$ cat config.mk
export PLATFORM = sky130hd
export DESIGN_NAME = uart_rx_frame_flat
export DESIGN_NICKNAME = d
export VERILOG_FILES = /design/src/rtl/uart_rx_frame_if.sv /design/src/rtl/uart_rx_frame.sv /design/src/flat_wrapper.sv
export SDC_FILE = /design/constraint.sdc
export NUM_CORES = 1
export LEC_CHECK = 0
export BUFFER_PORTS_ARGS = -buffer_cell sky130_fd_sc_hd__buf_4
export CORE_MARGIN = 1
export CORE_UTILIZATION = 35
export CTS_BUF_LIST = sky130_fd_sc_hd__clkbuf_8
export CTS_CLUSTER_DIAMETER = 100
export DETAILED_ROUTE_END_ITERATION = 16
export PLACE_DENSITY = 0.5
export RECOVER_POWER = 25
export SYNTH_ARGS = -nofsm -noshare
export SYNTH_HDL_FRONTEND = slang
export SYNTH_SLANG_ARGS = --single-unit
export TNS_END_PERCENT = 10
$ cat constraint.sdc
create_clock -name i_Clock -period 2.55 [get_ports i_Clock]
set_input_delay 0.1275 -clock i_Clock [delete_from_list [all_inputs] [get_ports i_Clock]]
set_output_delay 0.1275 -clock i_Clock [all_outputs]
set_load 0.01 [all_outputs]
$ cat src/rtl/uart_rx_frame_if.sv
// Receive-side holding register bus: frame data and status from the UART
// receiver (master) to the consuming parser (slave), with ready back-pressure.
interface uart_rx_frame_if #(
  parameter int DATA_BITS = 8
);
  logic                 i_RX_Ready;
  logic                 o_RX_DV;
  logic [DATA_BITS-1:0] o_RX_Data;
  logic                 o_Parity_Err;
  logic                 o_Frame_Err;
  logic                 o_Break;
  logic                 o_Overrun;

  modport master (
    input  i_RX_Ready,
    output o_RX_DV, o_RX_Data, o_Parity_Err, o_Frame_Err, o_Break, o_Overrun
  );

  modport slave (
    output i_RX_Ready,
    input  o_RX_DV, o_RX_Data, o_Parity_Err, o_Frame_Err, o_Break, o_Overrun
  );
endinterface

$ cat src/rtl/uart_rx_frame.sv
// Parameterised UART receiver: 2-flop synchroniser, 3-sample majority vote,
// optional parity, 1/2 stop bits, framing/break detection, and a valid/ready
// holding register that reports frames dropped while it is still occupied.
module uart_rx_frame #(
  parameter int CLKS_PER_BIT = 217,
  parameter int DATA_BITS    = 8,
  parameter int PARITY_MODE  = 0,
  parameter int STOP_BITS    = 1
) (
  input  logic            i_Clock,
  input  logic            i_Rst_L,
  input  logic            i_RX_Serial,
  uart_rx_frame_if.master rx_if
);

  localparam int CNT_W = $clog2(CLKS_PER_BIT);
  localparam int IDX_W = $clog2(DATA_BITS + 1);
  localparam int HALF  = CLKS_PER_BIT / 2;

  localparam logic [CNT_W-1:0] C_S0   = CNT_W'(HALF - 1);
  localparam logic [CNT_W-1:0] C_S1   = CNT_W'(HALF);
  localparam logic [CNT_W-1:0] C_RES  = CNT_W'(HALF + 1);
  localparam logic [CNT_W-1:0] C_LAST = CNT_W'(CLKS_PER_BIT - 1);
  localparam logic [IDX_W-1:0] L_DATA = IDX_W'(DATA_BITS - 1);
  localparam logic [IDX_W-1:0] L_STOP = IDX_W'(STOP_BITS - 1);
  localparam logic             ODD    = (PARITY_MODE == 1);

  typedef enum logic [2:0] {
    IDLE, START, DATA, PARITY, STOP, BRK_WAIT
  } state_t;

  state_t               r_State, w_State_Next;
  logic [1:0]           r_Sync;
  logic [1:0]           r_Samp;
  logic [CNT_W-1:0]     r_Cnt;
  logic [IDX_W-1:0]     r_Idx;
  logic [DATA_BITS-1:0] r_Shift;
  logic                 r_Par_Bit, r_Perr, r_Ferr;

  logic                 r_DV, r_Overrun, r_Out_Perr, r_Out_Ferr, r_Out_Brk;
  logic [DATA_BITS-1:0] r_Out_Data;

  logic w_Rxs, w_Maj, w_Res, w_Last;
  logic w_Cnt_Clr, w_Idx_Clr, w_Idx_Inc, w_Done, w_Brk, w_Ferr_Final;

  assign w_Rxs  = r_Sync[1];
  assign w_Maj  = (r_Samp[0] & r_Samp[1]) | (r_Samp[0] & w_Rxs) | (r_Samp[1] & w_Rxs);
  assign w_Res  = (r_Cnt == C_RES);
  assign w_Last = (r_Cnt == C_LAST);

  // Bring the asynchronous line into the clock domain (idle-high reset value)
  always_ff @(posedge i_Clock or negedge i_Rst_L) begin
    if (!i_Rst_L) r_Sync <= 2'b11;
    else          r_Sync <= {r_Sync[0], i_RX_Serial};
  end

  // State register
  always_ff @(posedge i_Clock or negedge i_Rst_L) begin
    if (!i_Rst_L) r_State <= IDLE;
    else          r_State <= w_State_Next;
  end

  // Next-state and datapath strobes; the last stop bit completes the frame
  // at its majority point rather than at the end of the bit, for early resync
  always_comb begin
    w_State_Next = r_State;
    w_Cnt_Clr    = 1'b0;
    w_Idx_Clr    = 1'b0;
    w_Idx_Inc    = 1'b0;
    w_Done       = 1'b0;
    w_Brk        = 1'b0;
    w_Ferr_Final = r_Ferr | ~w_Maj;
    case (r_State)
      IDLE: begin
        w_Cnt_Clr = 1'b1;
        if (!w_Rxs) w_State_Next = START;
      end
      START: begin
        if (w_Res && w_Maj) begin
          w_State_Next = IDLE;
          w_Cnt_Clr    = 1'b1;
        end else if (w_Last) begin
          w_State_Next = DATA;
          w_Cnt_Clr    = 1'b1;
          w_Idx_Clr    = 1'b1;
        end
      end
      DATA: begin
        if (w_Last) begin
          w_Cnt_Clr = 1'b1;
          if (r_Idx == L_DATA) begin
            w_Idx_Clr    = 1'b1;
            w_State_Next = (PARITY_MODE != 0) ? PARITY : STOP;
          end else begin
            w_Idx_Inc = 1'b1;
          end
        end
      end
      PARITY: begin
        if (w_Last) begin
          w_Cnt_Clr    = 1'b1;
          w_State_Next = STOP;
        end
      end
      STOP: begin
        if (w_Res && (r_Idx == L_STOP)) begin
          w_Done       = 1'b1;
          w_Cnt_Clr    = 1'b1;
          w_Brk        = (r_Shift == '0) && !r_Par_Bit && w_Ferr_Final;
          w_State_Next = w_Brk ? BRK_WAIT : IDLE;
        end else if (w_Last) begin
          w_Cnt_Clr = 1'b1;
          w_Idx_Inc = 1'b1;
        end
      end
      BRK_WAIT: begin
        w_Cnt_Clr = 1'b1;
        if (w_Rxs) w_State_Next = IDLE;
      end
      default: w_State_Next = IDLE;
    endcase
  end

  // Bit timing, majority samples, data shift and per-frame error accumulation
  always_ff @(posedge i_Clock or negedge i_Rst_L) begin
    if (!i_Rst_L) begin
      r_Cnt     <= '0;
      r_Idx     <= '0;
      r_Samp    <= '0;
      r_Shift   <= '0;
      r_Par_Bit <= 1'b0;
      r_Perr    <= 1'b0;
      r_Ferr    <= 1'b0;
    end else begin
      r_Cnt <= w_Cnt_Clr ? '0 : r_Cnt + 1'b1;
      if (w_Idx_Clr)      r_Idx <= '0;
      else if (w_Idx_Inc) r_Idx <= r_Idx + 1'b1;
      if (r_Cnt == C_S0) r_Samp[0] <= w_Rxs;
      if (r_Cnt == C_S1) r_Samp[1] <= w_Rxs;
      if (r_State == IDLE) begin
        r_Par_Bit <= 1'b0;
        r_Perr    <= 1'b0;
        r_Ferr    <= 1'b0;
      end
      if (w_Res) begin
        case (r_State)
          DATA:    r_Shift <= {w_Maj, r_Shift[DATA_BITS-1:1]};
          PARITY: begin
            r_Par_Bit <= w_Maj;
            r_Perr    <= (^{r_Shift, w_Maj}) ^ ODD;
          end
          STOP:    if (!w_Maj) r_Ferr <= 1'b1;
          default: ;
        endcase
      end
    end
  end

  // Holding register: load when empty or being drained this cycle, else drop and flag overrun
  always_ff @(posedge i_Clock or negedge i_Rst_L) begin
    if (!i_Rst_L) begin
      r_DV       <= 1'b0;
      r_Overrun  <= 1'b0;
      r_Out_Data <= '0;
      r_Out_Perr <= 1'b0;
      r_Out_Ferr <= 1'b0;
      r_Out_Brk  <= 1'b0;
    end else begin
      r_Overrun <= 1'b0;
      if (w_Done) begin
        if (!r_DV || rx_if.i_RX_Ready) begin
          r_DV       <= 1'b1;
          r_Out_Data <= r_Shift;
          r_Out_Perr <= r_Perr;
          r_Out_Ferr <= w_Ferr_Final;
          r_Out_Brk  <= w_Brk;
        end else begin
          r_Overrun <= 1'b1;
        end
      end else if (r_DV && rx_if.i_RX_Ready) begin
        r_DV <= 1'b0;
      end
    end
  end

  assign rx_if.o_RX_DV      = r_DV;
  assign rx_if.o_RX_Data    = r_Out_Data;
  assign rx_if.o_Parity_Err = r_Out_Perr;
  assign rx_if.o_Frame_Err  = r_Out_Ferr;
  assign rx_if.o_Break      = r_Out_Brk;
  assign rx_if.o_Overrun    = r_Overrun;

endmodule

$ cat src/flat_wrapper.sv
// flat-port wrapper written by rule: the top's interface ports become plain ports
module uart_rx_frame_flat 
#(
  parameter int CLKS_PER_BIT = 217,
  parameter int DATA_BITS    = 8,
  parameter int PARITY_MODE  = 0,
  parameter int STOP_BITS    = 1
)
  (i_Clock, i_Rst_L, i_RX_Serial, rx_if_i_RX_Ready, rx_if_o_RX_DV, rx_if_o_RX_Data, rx_if_o_Parity_Err, rx_if_o_Frame_Err, rx_if_o_Break, rx_if_o_Overrun);
  uart_rx_frame_if #(.DATA_BITS(DATA_BITS)) rx_if_i ();
  input  logic i_Clock;
  input  logic i_Rst_L;
  input  logic i_RX_Serial;
  input wire logic [$bits(rx_if_i.i_RX_Ready)-1:0] rx_if_i_RX_Ready;
  output wire logic [$bits(rx_if_i.o_RX_DV)-1:0] rx_if_o_RX_DV;
  output wire logic [$bits(rx_if_i.o_RX_Data)-1:0] rx_if_o_RX_Data;
  output wire logic [$bits(rx_if_i.o_Parity_Err)-1:0] rx_if_o_Parity_Err;
  output wire logic [$bits(rx_if_i.o_Frame_Err)-1:0] rx_if_o_Frame_Err;
  output wire logic [$bits(rx_if_i.o_Break)-1:0] rx_if_o_Break;
  output wire logic [$bits(rx_if_i.o_Overrun)-1:0] rx_if_o_Overrun;
  assign rx_if_i.i_RX_Ready = rx_if_i_RX_Ready;
  assign rx_if_o_RX_DV = rx_if_i.o_RX_DV;
  assign rx_if_o_RX_Data = rx_if_i.o_RX_Data;
  assign rx_if_o_Parity_Err = rx_if_i.o_Parity_Err;
  assign rx_if_o_Frame_Err = rx_if_i.o_Frame_Err;
  assign rx_if_o_Break = rx_if_i.o_Break;
  assign rx_if_o_Overrun = rx_if_i.o_Overrun;
  uart_rx_frame #(.CLKS_PER_BIT(CLKS_PER_BIT), .DATA_BITS(DATA_BITS), .PARITY_MODE(PARITY_MODE), .STOP_BITS(STOP_BITS)) u_core (.i_Clock(i_Clock), .i_Rst_L(i_Rst_L), .i_RX_Serial(i_RX_Serial), .rx_if(rx_if_i));
endmodule
==> impl_metrics.py, run 1 <==
metrics = {
    "status": {
        "status": "finished clean",
    },
    "finish": {
        "fin_nets": 220,
        "drive_gt1_share_pct": 24.06,
        "num_antenna_cells": 0,
        "area_growth_pct": 13.71,
    },
    "yosys": {
        "synth_top_area_share_pct": 47.65,
        "yosys_most_used_dff": "dfrtp_1",
        "synth_xor_area_share_pct": 6.101,
        "muxShareOfSynthArea_pct": 10.98,
        "synth_nets": 200,
        "ys_warn_count": 0,
        "synth.most_common_cell": "dfrtp_1",
        "synth.distinct_cells": 48,
        "synthSimpleGateAreaFrac_pct": 19.00,
        "synth_top_family_by_area": "simple AND/OR/NAND/NOR gates",
        "netlist_area_um2": 2153,
        "ys_top_cells_by_area": "dfrtp_1 (48%), mux2_2 (8.9%), xnor2_1 (4.1%), ha_1 (2.9%), nor2_1 (2.6%)",
        "ys_async_sr_fraction_pct": 100.0,
        "synth_top_area_cell": "dfrtp_1",
        "netlist_instances": 191,
        "synth-adder-area-share_pct": 3.370,
        "yosysSeqAreaShare_pct": 50.09,
        "synth_compound_area_share_pct": 8.077,
        "syn_avg_cell_area_um2": 11.27,
        "synth_edf_count": 0,
        "ys_ff_latch": 43,
        "synth_commonest_cells": "dfrtp_1 (41), mux2_2 (17), nor2_1 (15)",
    },
    "worst_setup_path": {
        "rrSetupSlack_ns": 0.44,
        "worstPathArrival_ns": 2.29,
        "cp.required_ns": 2.73,
        "critPathLaunchType": "flip-flop",
        "cp-end-kind": "flip-flop",
        "crit_type": "flip-flop to flip-flop",
        "crit-reg2reg-launch": "u_core.r_State[0]",
        "crit_path_max_fanout": 16,
        "r2r-end": "u_core.r_State[2]",
        "r2r_cells": 5,
    },
    "placed_design": {
        "hpwl_um": 2914,
        "dpl_worst_slack_ns": 0.4621,
        "numPortBuffers": 16,
        "place.gp.congestion": 0.8162,
    },
    "floorplan": {
        "rows": 28,
        "initial_core_util_pct": 36.37,
        "core_area_um2": 5921,
        "die_h_um": 80.44,
        "die_area_um2": 6470,
        "dieWidth_um": 80.44,
        "ios": 17,
    },
    "drt": {
        "route.met3.wl_um": 109,
        "top_layer": "met4",
        "route.detailed.drc": 0,
        "drt_iter0_drc": 108,
        "routed_wl_um": 3979,
        "antenna_left": 0,
        "drtPass1Iterations": 4,
        "vias": 1479,
        "wl_met2_um": 1806,
        "vias_per_cell": 5.153,
        "wl_met1_um": 2008,
        "routedWlPerCell_um": 13.86,
    },
    "power_and_ir_drop": {
        "p_leak_nw": 1.124,
        "irDropWorstVdd_mv": 0.2709,
        "p_per_area_nw_per_um2": 457.4,
        "finalPower_mw": 1.120,
    },
    "clock_network": {
        "clock_path_buffers": 2,
        "h-tree-depth": 2,
        "clk_latency_ns": 0.29,
        "cts_tree": "yes",
        "ctsResizeCount": 0,
        "cts-root-buf": "clkbuf_8",
        "cts_buffers": 5,
        "clkSinkCount": 43,
        "clk_pin_slew_ns": 0.08,
    },
    "timing": {
        "setup_viol": 0,
        "max_slew_margin_pct": 31.08,
        "finalCritPeriodShare_pct": 82.79,
        "worst_pin_slew_ns": 1.034,
        "rsz0062_at_grt": "no",
        "fmaxAchievable_mhz": 473.7,
        "timing.final.ws_setup_ns": 0.4389,
        "clock_skew_ns": 0.007931,
        "tns_ns": 0,
        "finalCriticalPeriod_ns": 2.111,
        "hold_viol_final": 0,
        "slew_viol_final": 0,
    },
    "global_route": {
        "grt_use_total_pct": 13.62,
        "first_global_vias": 1407,
        "overflow": 0,
        "antenna_found_initial": 0,
        "grt_pass1_wl_um": 6644,
        "grt_max_degree": 44,
    },
    "min_path": {
        "min_from": "rx_if_i_RX_Ready",
        "min_to": "u_core.rx_if.o_Overrun",
        "hold_depth": 3,
        "hp-class": "input port to flip-flop",
    },
    "flow_run": {
        "maxCapViolCount": 0,
    },
}
## kinds of logic after synthesis
kind of cell / count (synthesis)
flip-flops: 43
adder cells (fa/ha/maj): 6
multiplexers: 21
buffers and inverters: 13
XOR/XNOR: 15
AND/OR/NAND/NOR: 69
AO/OA/AOI/OAI: 24
## how the worst max path moves through the flow
stage / from / to / slack [ns]
floorplan: u_core.r_Cnt[0] / u_core.rx_if.o_Frame_Err / 0.74
global placement: u_core.r_State[0] / u_core.r_State[2] / 0.49
detailed placement: u_core.r_State[0] / u_core.r_State[2] / 0.46
CTS: u_core.r_State[0] / u_core.r_State[2] / 0.45
global route: u_core.r_State[0] / u_core.r_State[2] / 0.31
finish: u_core.r_State[0] / u_core.r_State[2] / 0.44
## report_power, final
| part | total, mW | internal, mW | switching [mW] | leakage [nW] |
|---|---|---|---|---|
| registers | 0.685 | 0.684 | 0.00132 | 0.579 |
| clock network | 0.417 | 0.188 | 0.229 | 0.0453 |
| logic | 0.0179 | 0.00472 | 0.0131 | 0.500 |
## routing by layer
layer	GRT usage, %	up-vias
met5	0	-
met4	5.357	0
met3	3.409	7
met2	20.93	24
met1	18.27	733
li1	-	715
## flip-flops by register name (all words and copies together) (netlist names)
name                       cells
u_core.rx_if.o_RX_Data         8
u_core.rx_if.o_Frame_Err       1
u_core.r_State                 3
u_core.r_Idx                   4
u_core.rx_if.o_Parity_Err      1
u_core.r_Perr                  1
u_core.rx_if.o_Break           1
u_core.r_Samp                  2
u_core.r_Ferr                  1
u_core.rx_if.o_RX_DV           1
u_core.rx_if.o_Overrun         1
u_core.r_Shift                 8
u_core.r_Cnt                   8
u_core.r_Sync                  2
u_core.r_Par_Bit               1
## layout make-up
cell class                      count  area (um^2)
Fill cell                         556         3472
Sequential cell                    43         1079
Multi-Input combinational cell    135         1023
Timing Repair Buffer               18        137.6
Tap cell                           75        93.84
Clock buffer                        5        68.82
Inverter                            8        30.03
Clock inverter                      3        16.27
## critical path, cell delays in order, from the launching register on
cell,delay [ns]
dfrtp_1,0.69
or3b_1,0.40
a31oi_1,0.33
nand2_1,0.10
nand3b_1,0.14
mux2_2,0.35
## stage by stage
stage	util (%)	area, um^2	cells	hold slack (ns)
2_1_floorplan	-	2153	191	-0.1681
3_3_place_gp	39.62	2346	277	0.1431
6_report	41.36	2449	287	0.1649
5_1_grt	41.36	2449	287	0.1850
3_5_place_dp	39.62	2346	277	0.1559
4_1_cts	41.40	2451	287	0.1704
## timing repair
action                                 4_1_cts  5_1_grt
hold buffers                                 2        0
endpoints found under the hold margin       42        0
setup buffers                                0        0
## layout by cell type, fill, tap and decap left out, types with 4 or more instances in the layout
cell / count
buf_4: 14
o21ai_0: 4
mux2_1: 4
nand2_1: 12
clkbuf_8: 5
nor2_1: 15
nand3_1: 9
a21oi_1: 4
ha_1: 5
xnor2_1: 10
dfrtp_1: 41
inv_1: 9
mux2_2: 17
xor2_1: 5
Note: power is estimated with default switching activity, not from simulation.
==> run 2, diff against run 1 <==
- clock period: 2.55 -> 2.07 ns (I/O delays scaled with it)
==> run 2 against run 1 <==
Effect of this change: cell count is 3.1% higher; sequential share of layout area shrank 1.2 points; register-to-register slack got worse by 0.32 ns; setup slack lost 0.32 ns; largest power group unchanged; non-clock buffer count is 9 higher; design area up 2.8%; critical path type unchanged; first-iteration DRC count down 32%; clock skew is 0.0033 ns higher; flip-flop and latch count did not move; die area unchanged.
==> impl_metrics.py, run 2 (synthesized netlist as in run 1, its figures left out) <==
metrics = {
    "status": {
        "status": "finished clean",
    },
    "global_route": {
        "overflow": 0,
        "first_global_vias": 1468,
        "grt_use_total_pct": 14.78,
        "grt_max_degree": 44,
        "antenna_found_initial": 0,
        "grt_pass1_wl_um": 7169,
    },
    "placed_design": {
        "dpl_worst_slack_ns": 0.1372,
        "numPortBuffers": 16,
        "place.gp.congestion": 0.7655,
        "placed_area_um2": 2414,
        "hpwl_um": 2979,
        "placed_cells": 286,
    },
    "timing": {
        "setup_viol": 0,
        "finalCriticalPeriod_ns": 1.951,
        "timing.final.ws_setup_ns": 0.1195,
        "tns_ns": 0,
        "max_slew_margin_pct": 30.19,
        "hold_viol_final": 0,
        "fmaxAchievable_mhz": 512.7,
        "hold_ws_ns": 0.1144,
        "worst_pin_slew_ns": 1.047,
        "slew_viol_final": 0,
        "rsz0062_at_grt": "no",
        "finalCritPeriodShare_pct": 94.23,
        "clock_skew_ns": 0.01126,
    },
    "clock_network": {
        "ctsResizeCount": 0,
        "h-tree-depth": 2,
        "clkSinkCount": 43,
        "clock_path_buffers": 2,
        "cts-root-buf": "clkbuf_8",
        "clk_latency_ns": 0.30,
        "cts_setup_buffers": 0,
        "postCtsHoldBufs": 2,
        "cts_buffers": 5,
        "clk_pin_slew_ns": 0.09,
        "cts_tree": "yes",
    },
    "finish": {
        "num-fill-cells": 564,
        "num_antenna_cells": 0,
        "final_common_cell": "dfrtp_1",
        "area_growth_pct": 16.85,
        "fin_nets": 229,
        "drive_gt1_share_pct": 27.15,
        "finish.instance_area_um2": 2516,
        "fin_util_pct": 42.50,
        "final_cells": 296,
        "final_cell_mix": "dfrtp_1 (41), buf_4 (23), mux2_2 (17)",
    },
    "drt": {
        "routedWlPerCell_um": 14.03,
        "route.detailed.drc": 0,
        "drt_iter0_drc": 73,
        "routed_wl_um": 4152,
        "vias": 1522,
        "antenna_left": 0,
        "drtPass1Iterations": 4,
        "vias_per_cell": 5.142,
    },
    "floorplan": {
        "initial_core_util_pct": 36.37,
        "ios": 17,
        "dieWidth_um": 80.44,
        "die_area_um2": 6470,
        "die_h_um": 80.44,
        "core_area_um2": 5921,
        "rows": 28,
    },
    "worst_setup_path": {
        "crit_path_max_fanout": 4,
        "r2r_cells": 7,
        "critPathLaunchType": "flip-flop",
        "crit_type": "flip-flop to flip-flop",
        "worstPathArrival_ns": 2.14,
        "cp.required_ns": 2.26,
        "cp-end-kind": "flip-flop",
    },
    "min_path": {
        "hp-class": "input port to flip-flop",
        "hold_depth": 3,
    },
    "power_and_ir_drop": {
        "p_per_area_nw_per_um2": 553.6,
        "finalPower_mw": 1.393,
        "p_leak_nw": 1.168,
        "irDropWorstVdd_mv": 0.3044,
    },
    "flow_run": {
        "maxCapViolCount": 0,
    },
}
-- run 2: report_power, final --
group	internal [mW]	switching, mW	leakage, nW	total, mW
clock	0.231	0.295	0.0453	0.526
sequential	0.843	0.00143	0.579	0.844
combinational	0.00581	0.0163	0.544	0.0222
-- run 2: path summary, 6_finish.rpt --
kind                             startpoint                endpoint  slack, ns
setup / recovery            u_core.r_Cnt[1]       u_core.r_State[2]       0.12
hold / removal             rx_if_i_RX_Ready  u_core.rx_if.o_Overrun       0.11
setup reg to reg            u_core.r_Cnt[1]       u_core.r_State[2]       0.12
hold reg to reg            u_core.r_Sync[0]        u_core.r_Sync[1]       0.36
max in group asynchronous           i_Rst_L         u_core.r_Cnt[4]       0.91
min in group asynchronous           i_Rst_L         u_core.r_Idx[3]       0.52
-- run 2: layout make-up --
| class | count | area, um^2 | area share (%) |
|---|---|---|---|
| multi-input combinational | 135 | 1023 | 40.68 |
| clock buffer | 5 | 68.82 | 2.735 |
| clock inverter | 3 | 16.27 | 0.6464 |
| sequential | 43 | 1079 | 42.86 |
| timing repair buffer | 27 | 205.2 | 8.155 |
| tap | 75 | 93.84 | 3.729 |
| inverter | 8 | 30.03 | 1.193 |
-- run 2: critical path, cell delays in order (launching register included) --
cell and delay [ns]:
dfrtp_1 0.40, inv_1 0.08, ha_1 0.17, and3_1 0.23, a31oi_1 0.37, nand2_1 0.11
nand3b_1 0.14, mux2_2 0.34
-- run 2: layer usage --
layer | share of wire [%] | routed length (um) | vias to the layer above | track usage [%]
li1 | - | - | 740 | -
met1 | 52 | 2142 | 744 | 21.28
met2 | 43 | 1804 | 32 | 21.19
met3 | 3.6 | 148 | 6 | 4.091
met4 | 1.4 | 57 | 0 | 4.821
met5 | 0 | 0 | - | 0
==> run 3, diff against run 2 <==
- CTS_BUF_LIST: sky130_fd_sc_hd__clkbuf_8 -> sky130_fd_sc_hd__clkbuf_4 sky130_fd_sc_hd__clkbuf_8
==> run 3 against run 2 <==
Effect of this change: combinational power about the same; utilization increased by 0.063 points; critical path depth unchanged; hold slack about the same; setup slack got worse by 0.0025 ns; register-to-register slack about the same; via count decreased by 1.7%; cell count unchanged; count of clock-buffer cells in the layout increased by 1; critical path type unchanged; critical endpoint unchanged; largest cell class unchanged; highest routed layer unchanged.
==> impl_metrics.py, run 3 (synthesized netlist as in run 1, its figures left out) <==
metrics = {
    "worst_setup_path": {
        "cp.required_ns": 2.26,
        "worstPathArrival_ns": 2.14,
        "cp_slowest_cell": "dfrtp_1",
        "critPathLaunchType": "flip-flop",
        "crit_path_max_fanout": 4,
        "slowest_delay_ns": 0.40,
        "crit-reg2reg-launch": "u_core.r_Cnt[1]",
        "crit_type": "flip-flop to flip-flop",
        "crit_path_cell_trace": "inv_1, ha_1, and3_1, a31oi_1, nand2_1, nand3b_1, mux2_2",
        "cp-end-kind": "flip-flop",
        "r2r-end": "u_core.r_State[2]",
        "rrSetupSlack_ns": 0.12,
        "r2r_cells": 7,
    },
    "floorplan": {
        "ios": 17,
        "die_h_um": 80.44,
        "dieWidth_um": 80.44,
        "rows": 28,
        "initial_core_util_pct": 36.37,
        "core_area_um2": 5921,
        "die_area_um2": 6470,
    },
    "power_and_ir_drop": {
        "p_leak_nw": 1.167,
        "irDropWorstVdd_mv": 0.3024,
        "p_per_area_nw_per_um2": 560.2,
    },
    "global_route": {
        "first_global_vias": 1470,
        "grt_use_total_pct": 14.76,
        "grt_max_degree": 44,
        "overflow": 0,
        "antenna_found_initial": 0,
        "grt_pass1_wl_um": 7155,
    },
    "clock_network": {
        "clock_path_buffers": 2,
        "clk_pin_slew_ns": 0.09,
        "cts_tree": "yes",
        "cts_setup_buffers": 0,
        "ctsResizeCount": 0,
        "clkSinkCount": 43,
        "cts-root-buf": "clkbuf_8",
        "h-tree-depth": 2,
        "clk_latency_ns": 0.30,
        "cts_buffers": 5,
    },
    "timing": {
        "max_slew_margin_pct": 29.60,
        "clock_skew_ns": 0.01138,
        "finalCritPeriodShare_pct": 94.35,
        "hold_viol_final": 0,
        "fmaxAchievable_mhz": 512.0,
        "setup_viol": 0,
        "rsz0062_at_grt": "no",
        "finalCriticalPeriod_ns": 1.953,
        "slew_viol_final": 0,
        "tns_ns": 0,
        "worst_pin_slew_ns": 1.056,
    },
    "finish": {
        "finish.instance_area_um2": 2520,
        "drive_gt1_share_pct": 27.60,
        "fin_nets": 229,
        "final_common_cell": "dfrtp_1",
        "area_growth_pct": 17.03,
        "num_antenna_cells": 0,
        "final_cell_mix": "dfrtp_1 (41), buf_4 (23), mux2_2 (17)",
    },
    "min_path": {
        "min_to": "u_core.rx_if.o_Overrun",
        "min_from": "rx_if_i_RX_Ready",
        "hold_depth": 3,
        "hp-class": "input port to flip-flop",
    },
    "placed_design": {
        "placed_area_um2": 2414,
        "numPortBuffers": 16,
        "place.gp.congestion": 0.7655,
        "hpwl_um": 2979,
    },
    "drt": {
        "drt_iter0_drc": 66,
        "antenna_left": 0,
        "routedWlPerCell_um": 14.04,
        "vias": 1496,
        "vias_per_cell": 5.054,
        "route.detailed.drc": 0,
        "drtPass1Iterations": 4,
        "routed_wl_um": 4155,
    },
    "flow_run": {
        "maxCapViolCount": 0,
    },
    "status": {
        "status": "finished clean",
    },
}
run 3: power by group:
group	total (mW)	switching (mW)	internal (mW)
Clock	0.545	0.296	0.249
Sequential	0.844	0.00143	0.843
Combinational	0.0223	0.0165	0.00581
Total	1.41	0.314	1.10
run 3: metrics by stage:
| stage | total power, mW | util, % | instances | hold slack [ns] | setup slack, ns |
|---|---|---|---|---|---|
| 5_1_grt | 1.462 | 42.56 | 296 | 0.1393 | 0.004585 |
| 3_5_place_dp | 0.8831 | 40.77 | 286 | 0.1340 | 0.1372 |
| 3_3_place_gp | 0.8824 | 40.77 | 286 | 0.1269 | 0.1983 |
| 6_report | 1.412 | 42.56 | 296 | 0.1143 | 0.1169 |
| 4_1_cts | 1.436 | 42.60 | 296 | 0.1045 | 0.1103 |
| 2_1_floorplan | 0.8612 | - | 191 | -0.1921 | 0.2580 |
run 3: repair_timing:
| action | CTS | global route |
|---|---|---|
| endpoints found under the setup margin | 0 | 0 |
| hold buffers | 2 | 0 |
| endpoints found under the hold margin | 42 | 0 |
run 3: critical path, delay by kind of cell, from the launching register on:
kind / cells / cell delay [ns]
and+or+nand+nor: 3 / 0.48
buffers and inverters: 1 / 0.08
muxes: 1 / 0.34
DFF: 1 / 0.40
adders and majority gates: 1 / 0.17
AOI/OAI and AO/OA: 1 / 0.38
run 3: metal layers:
metal  wire length [um]  share of wire (%)  vias up  track usage, %
li1                   -                  -      739               -
met2               1802                 43       17           21.10
met3                121                2.9        6           4.091
met1               2173                 52      734           21.29
met4                 57                1.4        0           4.821
met5                  0                  0        -               0
run 3: area by class of cell:
| type | instances | area (um^2) |
|---|---|---|
| inverter | 8 | 30.03 |
| multi-input combinational | 135 | 1023 |
| clock buffer | 6 | 76.32 |
| timing repair buffer | 27 | 205.2 |
| sequential | 43 | 1079 |
| tap | 75 | 93.84 |
| fill | 564 | 3401 |
| clock inverter | 2 | 12.51 |
run 3: worst max path at each step:
stage                          from                       end  slack (ns)  cells after the start
global placement    u_core.r_Cnt[1]         u_core.r_Shift[5]        0.20                      6
floorplan           u_core.r_Cnt[0]  u_core.rx_if.o_Frame_Err        0.26                      6
CTS                 u_core.r_Cnt[1]         u_core.r_State[2]        0.11                      7
detailed placement  u_core.r_Cnt[1]         u_core.r_Shift[3]        0.14                      6
finish              u_core.r_Cnt[1]         u_core.r_State[2]        0.12                      7
global route        u_core.r_Idx[0]         u_core.r_State[2]       0.005                      8
